$ cat src/rtl/pipeline_ctrl.sv
// Hazard/stall sequencer for the 5-stage pipeline: register enables, flushes, PC enable, halt and dmem watchdog.
// Optional performance counters are built only when PIPECTRL_PERF_EN is defined.
module pipeline_ctrl #(
  parameter int DWAIT_MAX = 64,
  parameter int CNT_W     = 32
) (
  input  logic             CLK,
  input  logic             nRST,
  input  logic             ihit,
  input  logic             dhit,
  input  logic             mem_req,
  input  logic             ex_load,
  input  logic [4:0]       ex_rt,
  input  logic [4:0]       dc_rs,
  input  logic [4:0]       dc_rt,
  input  logic             ex_branch_tkn,
  input  logic             dc_jump,
  input  logic             wb_halt,
  output logic             pc_en,
  output logic             pipe1_en,
  output logic             pipe2_en,
  output logic             pipe3_en,
  output logic             pipe4_en,
  output logic             flush1,
  output logic             flush2,
  output logic             halt,
  output logic             mem_timeout,
  output logic [CNT_W-1:0] stall_cnt,
  output logic [CNT_W-1:0] flush_cnt,
  output logic [1:0]       state_dbg
);

  typedef enum logic [1:0] {
    ST_RUN    = 2'd0,
    ST_DWAIT  = 2'd1,
    ST_HALTED = 2'd2
  } state_t;

  localparam int WCW = $clog2(DWAIT_MAX + 1);
  localparam logic [WCW-1:0] WAIT_MAX_C = WCW'(DWAIT_MAX);

  state_t         r_state;
  state_t         w_state_nxt;
  logic [WCW-1:0] r_wait_cnt;
  logic [WCW-1:0] w_wait_inc;
  logic           r_mem_timeout;
  logic           w_dstall;
  logic           w_load_use;

  assign w_dstall   = (r_state != ST_HALTED) && mem_req && !dhit;
  assign w_load_use = ex_load && (ex_rt != 5'd0) && ((ex_rt == dc_rs) || (ex_rt == dc_rt));
  assign w_wait_inc = (r_wait_cnt == WAIT_MAX_C) ? r_wait_cnt : r_wait_cnt + WCW'(1);

  // A flushed register keeps its enable high so the zeroed instruction is loaded.
  always_comb begin
    w_state_nxt = r_state;
    pc_en       = 1'b1;
    pipe1_en    = 1'b1;
    pipe2_en    = 1'b1;
    pipe3_en    = 1'b1;
    pipe4_en    = 1'b1;
    flush1      = 1'b0;
    flush2      = 1'b0;
    if (r_state == ST_HALTED) begin
      pc_en    = 1'b0;
      pipe1_en = 1'b0;
      pipe2_en = 1'b0;
      pipe3_en = 1'b0;
      pipe4_en = 1'b0;
    end else begin
      if (wb_halt)       w_state_nxt = ST_HALTED;
      else if (w_dstall) w_state_nxt = ST_DWAIT;
      else               w_state_nxt = ST_RUN;

      if (w_dstall) begin
        pc_en    = 1'b0;
        pipe1_en = 1'b0;
        pipe2_en = 1'b0;
        pipe3_en = 1'b0;
        pipe4_en = 1'b0;
      end else if (w_load_use) begin
        pc_en    = 1'b0;
        pipe1_en = 1'b0;
        flush2   = 1'b1;
      end else if (ex_branch_tkn) begin
        flush1 = 1'b1;
        flush2 = 1'b1;
      end else if (dc_jump) begin
        flush1 = 1'b1;
      end else if (!ihit) begin
        pc_en  = 1'b0;
        flush1 = 1'b1;
      end
    end
  end

  always_ff @(posedge CLK or negedge nRST) begin
    if (!nRST) begin
      r_state <= ST_RUN;
    end else begin
      r_state <= w_state_nxt;
    end
  end

  // Wait counter saturates; the watchdog flag stays set until reset.
  always_ff @(posedge CLK or negedge nRST) begin
    if (!nRST) begin
      r_wait_cnt    <= '0;
      r_mem_timeout <= 1'b0;
    end else if (r_state != ST_HALTED) begin
      if (w_dstall) begin
        r_wait_cnt <= w_wait_inc;
        if (w_wait_inc == WAIT_MAX_C) r_mem_timeout <= 1'b1;
      end else begin
        r_wait_cnt <= '0;
      end
    end
  end

  assign halt        = (r_state == ST_HALTED);
  assign mem_timeout = r_mem_timeout;
  assign state_dbg   = r_state;

`ifdef PIPECTRL_PERF_EN
  logic [CNT_W-1:0] r_stall_cnt;
  logic [CNT_W-1:0] r_flush_cnt;

  always_ff @(posedge CLK or negedge nRST) begin
    if (!nRST) begin
      r_stall_cnt <= '0;
      r_flush_cnt <= '0;
    end else begin
      if (!pc_en && (r_state != ST_HALTED)) r_stall_cnt <= r_stall_cnt + CNT_W'(1);
      if (flush1 || flush2)                 r_flush_cnt <= r_flush_cnt + CNT_W'(1);
    end
  end

  assign stall_cnt = r_stall_cnt;
  assign flush_cnt = r_flush_cnt;
`else
  assign stall_cnt = '0;
  assign flush_cnt = '0;
`endif

endmodule

$ cat config.mk
export PLATFORM = sky130hd
export DESIGN_NAME = pipeline_ctrl
export DESIGN_NICKNAME = d
export VERILOG_FILES = /design/src/rtl/pipeline_ctrl.sv
export SDC_FILE = /design/constraint.sdc
export NUM_CORES = 1
export LEC_CHECK = 0
export CORE_MARGIN = 1.5
export CORE_UTILIZATION = 37
export DETAILED_ROUTE_END_ITERATION = 10
export PLACE_DENSITY = 0.88
export SYNTH_ARGS = -nofsm -noshare
export SYNTH_HDL_FRONTEND = slang
export SYNTH_SLANG_ARGS = --single-unit
$ cat constraint.sdc
create_clock -name CLK -period 2.9 [get_ports CLK]
set_input_delay 0.58 -clock CLK [delete_from_list [all_inputs] [get_ports CLK]]
set_output_delay 0.58 -clock CLK [all_outputs]
set_load 0.01 [all_outputs]
# --- Yosys cells after proc, flatten, opt, wreduce, memory -nomap -nowiden ---
# Cells that the tools add are included.
# W data, S select, Z words.
totals:
  register_bits: 10
  in_bits: 24
  memories: 0
  rom_bits: 0
  word_cells: 43
  latchBits: 0
  mem_bits_rw: 0
  output_inout_bits: 75
op_classes:
  bitwise: 0
  mul: 0
  addsub: 1
  n_div: 0
  order_cmp: 0
  reduce_logical: 8
  muxes: 25
  shift: 0
  eq_ne: 6
ops:
  columns: ["op", "count"]
  rows:
  - ["$mux W1", 22]
  - ["$eq A7 B7 Y1 const B", 2]
  - ["$mux W7", 2]
  - ["$eq A5 B5 Y1", 2]
  - ["$add A7 B1 Y7 const B", 1]
  - ["$reduce_bool A5 Y1", 1]
  - ["$logic_and A1 B1 Y1", 4]
  - ["$reduce_and A3 Y1", 1]
  - ["$eq A2 B2 Y1 const B", 1]
  - ["$mux W2", 1]
  - ["$ne A2 B2 Y1 const B", 1]
  - ["$logic_not A1 Y1", 1]
  - ["$logic_or A1 B1 Y1", 1]

# --- Longest topological paths before layout ---
# Gate-level depths: netlist (run 1).
depth:
  depth_word: 6
  mapped_depth: 6
  mapped_depth_nobuf: 6

# --- Worst setup path after synthesis (run 1) ---
# No wires, ideal clock.
synth_path:
  path_kind: "input to output"
  from: "input ex_rt[1]"
  to: "output flush1"
  n_path_buf: 0
  slack_ns: 0.602
  arrival_ns: 1.718
  path_stages: 3
  required_ns: 2.320
  path_cell_list: "or4_1 o21a_1 a221oi_1"
synth_via:
  elab_chain_len: 6
  elab_cells_between_ends: 9
  classes_between: "2 x eq/ne; 3 x mux; 4 x reduce/logical"
synth_rtl:
  columns: ["item", "line", "source"]
  rows:
  - ["start: declaration", "13", "input logic [4:0] ex_rt,"]
  - ["$eq A5 B5 Y1 / $reduce_bool A5 Y1 (equally long branches)", "51", "assign w_load_use = ex_load && (ex_rt != 5'd0) && ((ex_rt == dc_rs) || (ex_rt == dc_rt));"]
  - ["$logic_or A1 B1 Y1 / $logic_and A1 B1 Y1 (equally long branches)", "51", null]
  - ["$logic_and A1 B1 Y1 (*)", "51", null]
  - ["$mux W1 (*)", "81", "end else if (w_load_use) begin"]
  - ["$mux W1 (*)", "75", "if (w_dstall) begin"]
  - ["$mux W1 (*)", "64", "if (r_state == ST_HALTED) begin"]
  - ["end: declaration", "24", "output logic flush1,"]
# Every way passes the cells marked *; elsewhere a longest branch is shown, timed or not.

# --- Worst setup path in the final report (run 1) ---
layout_path:
  from: "input ex_rt[4]"
  to: "output flush2"
layout_via:
  elab_chain_len: 6
  elab_cells_between_ends: 9
  classes_between: "2 x eq/ne; 3 x mux; 4 x reduce/logical"
layout_rtl:
  columns: ["item", "line", "source"]
  rows:
  - ["$eq A5 B5 Y1 / $reduce_bool A5 Y1 (equally long branches)", "51", null]
  - ["$logic_or A1 B1 Y1 / $logic_and A1 B1 Y1 (equally long branches)", "51", null]
  - ["$logic_and A1 B1 Y1 (*)", "51", null]
  - ["$mux W1 (*)", "81", null]
  - ["$mux W1 (*)", "75", null]
  - ["$mux W1 (*)", "64", null]
  - ["end: declaration", "25", "output logic flush2,"]
# Marks and branches as above.

==> impl_metrics.toml, run 1 <==
[run_status]
outcome = "finished clean"

[place]
dpl.cell_count = 243
port_buffers = 34
post-dp-hpwl_mm = 1.91
gp_congestion = 0.871
placedInstanceArea_mm2 = 0.00147

[timing]
period_needed_ns = 2.79
rsz0062_at_grt = "false"
setup_viol = 0
finClkSkew_ns = 0.00621
max_slew_margin = 0.574
period_share = 0.961
finalMaxSlewViolations = 0
hold_slack_ns = 0.543
worst_slew_pin_slew_ns = 0.636
hold_viol = 0
setup_tns_ns = 0
fmax_mhz = 359

[synth]
synth_edf_count = 0
syn_area_mm2 = 0.00129
yosysWarnings = 0
synth_top_area_frac = 0.384
async_flop_share = 1.00
syn-instance-count = 161
ys_seq_area_frac = 0.194
ys_seq_elements = 10
ys_top_cells_by_area = "buf_4, dfrtp_1, xnor2_1, nand2_1, o21ai_0"
ys_types = 36
synthFlopType = "dfrtp_1"
avgSynthCellArea_um2 = 8.02
yosysTopAreaCell = "buf_4"

[clock_network]
h-tree-depth = 1
clk_latency_ns = 0.27
cts_buffers = 3
clockBufferDepth = 2
cts_root_buffer = "clkbuf_4"
ctsHoldBuffers = 0
cts.sinks = 10
clk_pin_slew_ns = 0.06
cts_tree = "yes"

[grt]
grt_max_degree = 11
grt_remaining_overflow = 0
antenna_found_initial = 0
grt_usage = 0.116
grt_pass1_wl_mm = 3.30
first_global_vias = 746

[pwr]
ir_worst_vdd_v = 0.000143
power_density_mw_per_mm2 = 232
leakage_nw = 0.724

[detailed_routing]
firstDrtPassIters = 4
drc = 0
wirelength_mm = 2.26
drt-initial-drc-count = 26
ant_nets = 0
drt-wirelength-per-cell_um = 9.14
avgViaCountPerCell = 4.12
num_vias = 1017

[die]
dieArea_mm2 = 0.00385
num_io_pins = 99
dieWidth_um = 62.1
initial_core_util = 0.387
core-area_mm2 = 0.00334
rows = 21
die_y_um = 62.1

[min_path]
min_path_type = "reg2reg"
hold_depth = 2

[critical_path]
cp-start-kind = "input port"
crit_required_ns = 2.32
rr_worst_depth = 6
critPathKind = "in2out"
cp_max_fo = 2
crit_path_end_kind = "primary output"
crit_arrival_ns = 2.21

[finish]
syn2layout_area_growth_pct = 15.4
layout.cells.non_filler = 247
layout-drive-gt1-share = 0.0846
layout_common_cells = "conb_1, clkdlybuf4s50_1, nand2_1, xnor2_1, dfrtp_1"
mostFrequentLayoutCell = "conb_1"
antennaDiodeCount = 0
fin_area_mm2 = 0.00149
layout.nets = 229

[flow_run]
drv_cap = 0
-- registers in the layout, summed over array words and instances, names as in the netlist --
signal,flops
state_dbg,2
mem_timeout,1
r_wait_cnt,7
-- path summary, 6_finish.rpt --
path | slack, ns | start | to
setup / recovery | 0.11 | ex_rt[4] | flush2
hold / removal | 0.54 | r_wait_cnt[6] | r_wait_cnt[6]
setup reg to reg | 0.90 | r_wait_cnt[0] | mem_timeout
hold reg to reg | 0.54 | r_wait_cnt[6] | r_wait_cnt[6]
max in group asynchronous | 1.94 | nRST | state_dbg[1]
min in group asynchronous | 0.63 | nRST | r_wait_cnt[6]
-- where the power goes --
part	switching, mW	leakage [nW]	internal [mW]
clock network	0.0455	0.0138	0.0479
logic	0.0622	0.587	0.0489
registers	0.00115	0.123	0.140
total	0.109	0.724	0.237
-- metal layers --
layer  global-route usage  share of wire  wire, µm  up-vias
li1                     -              -         -      495
met1                0.125           0.36       806      465
met2                0.223           0.55      1250       52
met3               0.0124          0.073       165        5
met4               0.0547          0.018        40        0
met5                    0              0         0        -
-- what timing repair did --
| item | CTS | global route |
|---|---|---|
| resized for setup | 12 | 2 |
| endpoints found under the setup margin | 4 | 3 |
| pin swaps | 2 | 2 |
| setup buffers | 1 | 0 |
-- cells by family (layout without fill, tap and decap cells) --
logic type | Yosys count | count (layout) | synth area share
fa+ha+maj | 2 | 2 | 0.0194
other cells | 1 | 64 | 0.00290
simple gates | 36 | 36 | 0.143
compound gates | 26 | 26 | 0.140
flops | 10 | 10 | 0.194
mux | 1 | 1 | 0.00872
xor+xnor | 12 | 12 | 0.0814
buf+inv | 73 | 50 | 0.411
-- cells in the mapped netlist, drive strengths merged, types with 3 or more instances --
cell type  number
nand3           4
dfrtp          10
xnor2          11
nand2b          3
inv             5
nor2            6
o21ai           7
a22o            3
nand2          13
buf            68
-- layout make-up --
class	instances	area, µm²
timing repair buffer	42	388
sequential	10	250
multi-input combinational	141	753
clock buffer	3	22.5
inverter	5	18.8
fill	350	1850
tap	46	57.6
-- worst max-delay path: stages --
cell,delay (ns)
clkdlybuf4s50_1,0.42
or4_1,0.41
o21a_1,0.20
buf_4,0.14
and2_1,0.14
a22o_1,0.18
buf_2,0.13
-- through the flow --
step | worst slack (ns) | utilization | power [mW]
after floorplan | 0.602 | - | 0.268
after global placement | -0.276 | 0.439 | 0.252
after detailed placement | -0.269 | 0.439 | 0.254
after CTS | 0.0410 | 0.444 | 0.350
after global routing | 0.0511 | 0.447 | 0.372
final | 0.112 | 0.447 | 0.346
No activity file was read; power rests on OpenSTA's default activity.
==> inputs of run 2 (changes only) <==
--- a/config.mk
+++ b/config.mk
@@ -9,6 +9,7 @@
 export CORE_UTILIZATION = 37
 export DETAILED_ROUTE_END_ITERATION = 10
 export PLACE_DENSITY = 0.88
+export SLEW_MARGIN = 20
 export SYNTH_ARGS = -nofsm -noshare
 export SYNTH_HDL_FRONTEND = slang
 export SYNTH_SLANG_ARGS = --single-unit
==> results of run 2 <==
No change in the layout: final DEF, timing and power equal those of run 1.
==> RTL change, RTL diff (config.mk and constraints of run 1) <==
Set the parameter `CNT_W` to 36 (it was 32).
--- a/src/rtl/pipeline_ctrl.sv
+++ b/src/rtl/pipeline_ctrl.sv
@@ -2,7 +2,7 @@
 // Optional performance counters are built only when PIPECTRL_PERF_EN is defined.
 module pipeline_ctrl #(
   parameter int DWAIT_MAX = 64,
-  parameter int CNT_W     = 32
+  parameter int CNT_W     = 36
 ) (
   input  logic             CLK,
   input  logic             nRST,
Interface: changed (resized flush_cnt and stall_cnt); port bits go from 99 to 107. The function was not compared with the original's and may differ.
==> RTL change against run 1 <==
  * Area after synthesis rose by 4.7%
  * Global-route usage fell by 0.80 points
  * Design area rose by 2.4%
  * Wire length rose by 5.8%
  * Power rose by 12%
  * Cell count rose by 2.8%
  * Maximum frequency fell by 1.3%
  * Sequential cell count did not move
  * Setup slack got worse by 0.037 ns
==> RTL change: results (changes against run 1) <==
[worst_setup_path]
rrSetupSlack_ns=0.94  ; was 0.90 ns
worst_ep_arrival_time_ns=2.24  ; was 2.21 ns
path_delay_family=simple AND/OR/NAND/NOR gates  ; was buffers and inverters
crit_path_max_fanout=4  ; was 2
slowest_delay_ns=0.54  ; was 0.42 ns
cpMaxStageDelayCell=sky130_fd_sc_hd__or4_1  ; was sky130_fd_sc_hd__clkdlybuf4s50_1

[route]
detailedRoute.firstIterationViolations=16  ; was 26
met2_length_um=1320  ; was 1250 um
routed-via-count=1002  ; was 1017
wl_met3_um=147  ; was 165 um
routed_wirelength_um=2390  ; was 2260 um

[placed_design]
dp_worst_setup_slack_ns=-0.306  ; was -0.269 ns
finalWeightedCongestion=0.801  ; was 0.871
dp_hpwl_um=1970  ; was 1910 um

[finish]
post_layout_nonfiller_instances=254  ; was 247
area_share_nonclk_buffers=0.244  ; was 0.260
filler_cell_count=369  ; was 350
total_of_plain_and_repair_buffers_excluding_clock_buffers=40  ; was 42
clock_cell_area_share=0.0238  ; was 0.0151
multi_input_area_um2=790  ; was 753 um2
clockBufferCount=4  ; was 3
finish.net_count=235  ; was 229

[logic_synthesis]
netlist_instances=169  ; was 161
synth.top_cells.by_area=sky130_fd_sc_hd__buf_4 41%, sky130_fd_sc_hd__dfrtp_1 19%, sky130_fd_sc_hd__xnor2_1 7.1%  ; was sky130_fd_sc_hd__buf_4 38%, sky130_fd_sc_hd__dfrtp_1 19%, sky130_fd_sc_hd__xnor2_1 7.5%
synth.yosys.seq_area_share=0.185  ; was 0.194
ys_top_cells_by_count=74 x sky130_fd_sc_hd__buf_4, 13 x sky130_fd_sc_hd__nand2_1, 11 x sky130_fd_sc_hd__xnor2_1  ; was 66 x sky130_fd_sc_hd__buf_4, 13 x sky130_fd_sc_hd__nand2_1, 11 x sky130_fd_sc_hd__xnor2_1

[global_route]
global_route_wire_length_before_repair_um=3570  ; was 3300 um
groute.layer.met1.usage=0.132  ; was 0.125
groute.usage.overall=0.108  ; was 0.116
groute.layer.met3.usage=0.00536  ; was 0.0124
grtUsageMet2=0.200  ; was 0.223

[cts]
postCtsSetupBuffers=0  ; was 1

[sta]
timing.final.crit_period_ns=2.82  ; was 2.79 ns
timing.clock.skew_ns=0.00634  ; was 0.00621 ns
tightest_slew_ns=0.648  ; was 0.636 ns

[status]
run_status=completed  ; unchanged

[pwr]
total_leakage_power_nw=0.737  ; was 0.724 nW
vdd.ir_drop.worst_mv=0.198  ; was 0.143 mV

## RTL change: cells by family (layout without fill, tap and decap cells)
group,Yosys count,after routing,synth area share
buf+inv,81,49,0.437
flops,10,10,0.185
xor+xnor,12,12,0.0778
compound gates,26,26,0.133
simple gates,36,36,0.137
fa+ha+maj,2,2,0.0185
mux,1,1,0.00833
other cells,1,72,0.00278
## RTL change: power breakdown
part           switching (mW)  total, mW  internal, mW
clock network          0.0532      0.129        0.0763
logic                  0.0681      0.117        0.0488
registers             0.00122      0.141         0.140
total                   0.122      0.388         0.265
## RTL change: metrics by stage
| stage | area [um2] | setup TNS [ns] |
|---|---|---|
| finish | 1530 | 0 |
| global route | 1530 | 0 |
| CTS | 1520 | 0 |
| detailed placement | 1490 | -0.839 |
| global placement | 1490 | -0.778 |
| floorplan | 1620 | 0 |
## RTL change: timing repair
action | in CTS | in global routing
gates cloned | 0 | 0
resized for setup | 9 | 3
setup endpoints to repair | 4 | 3
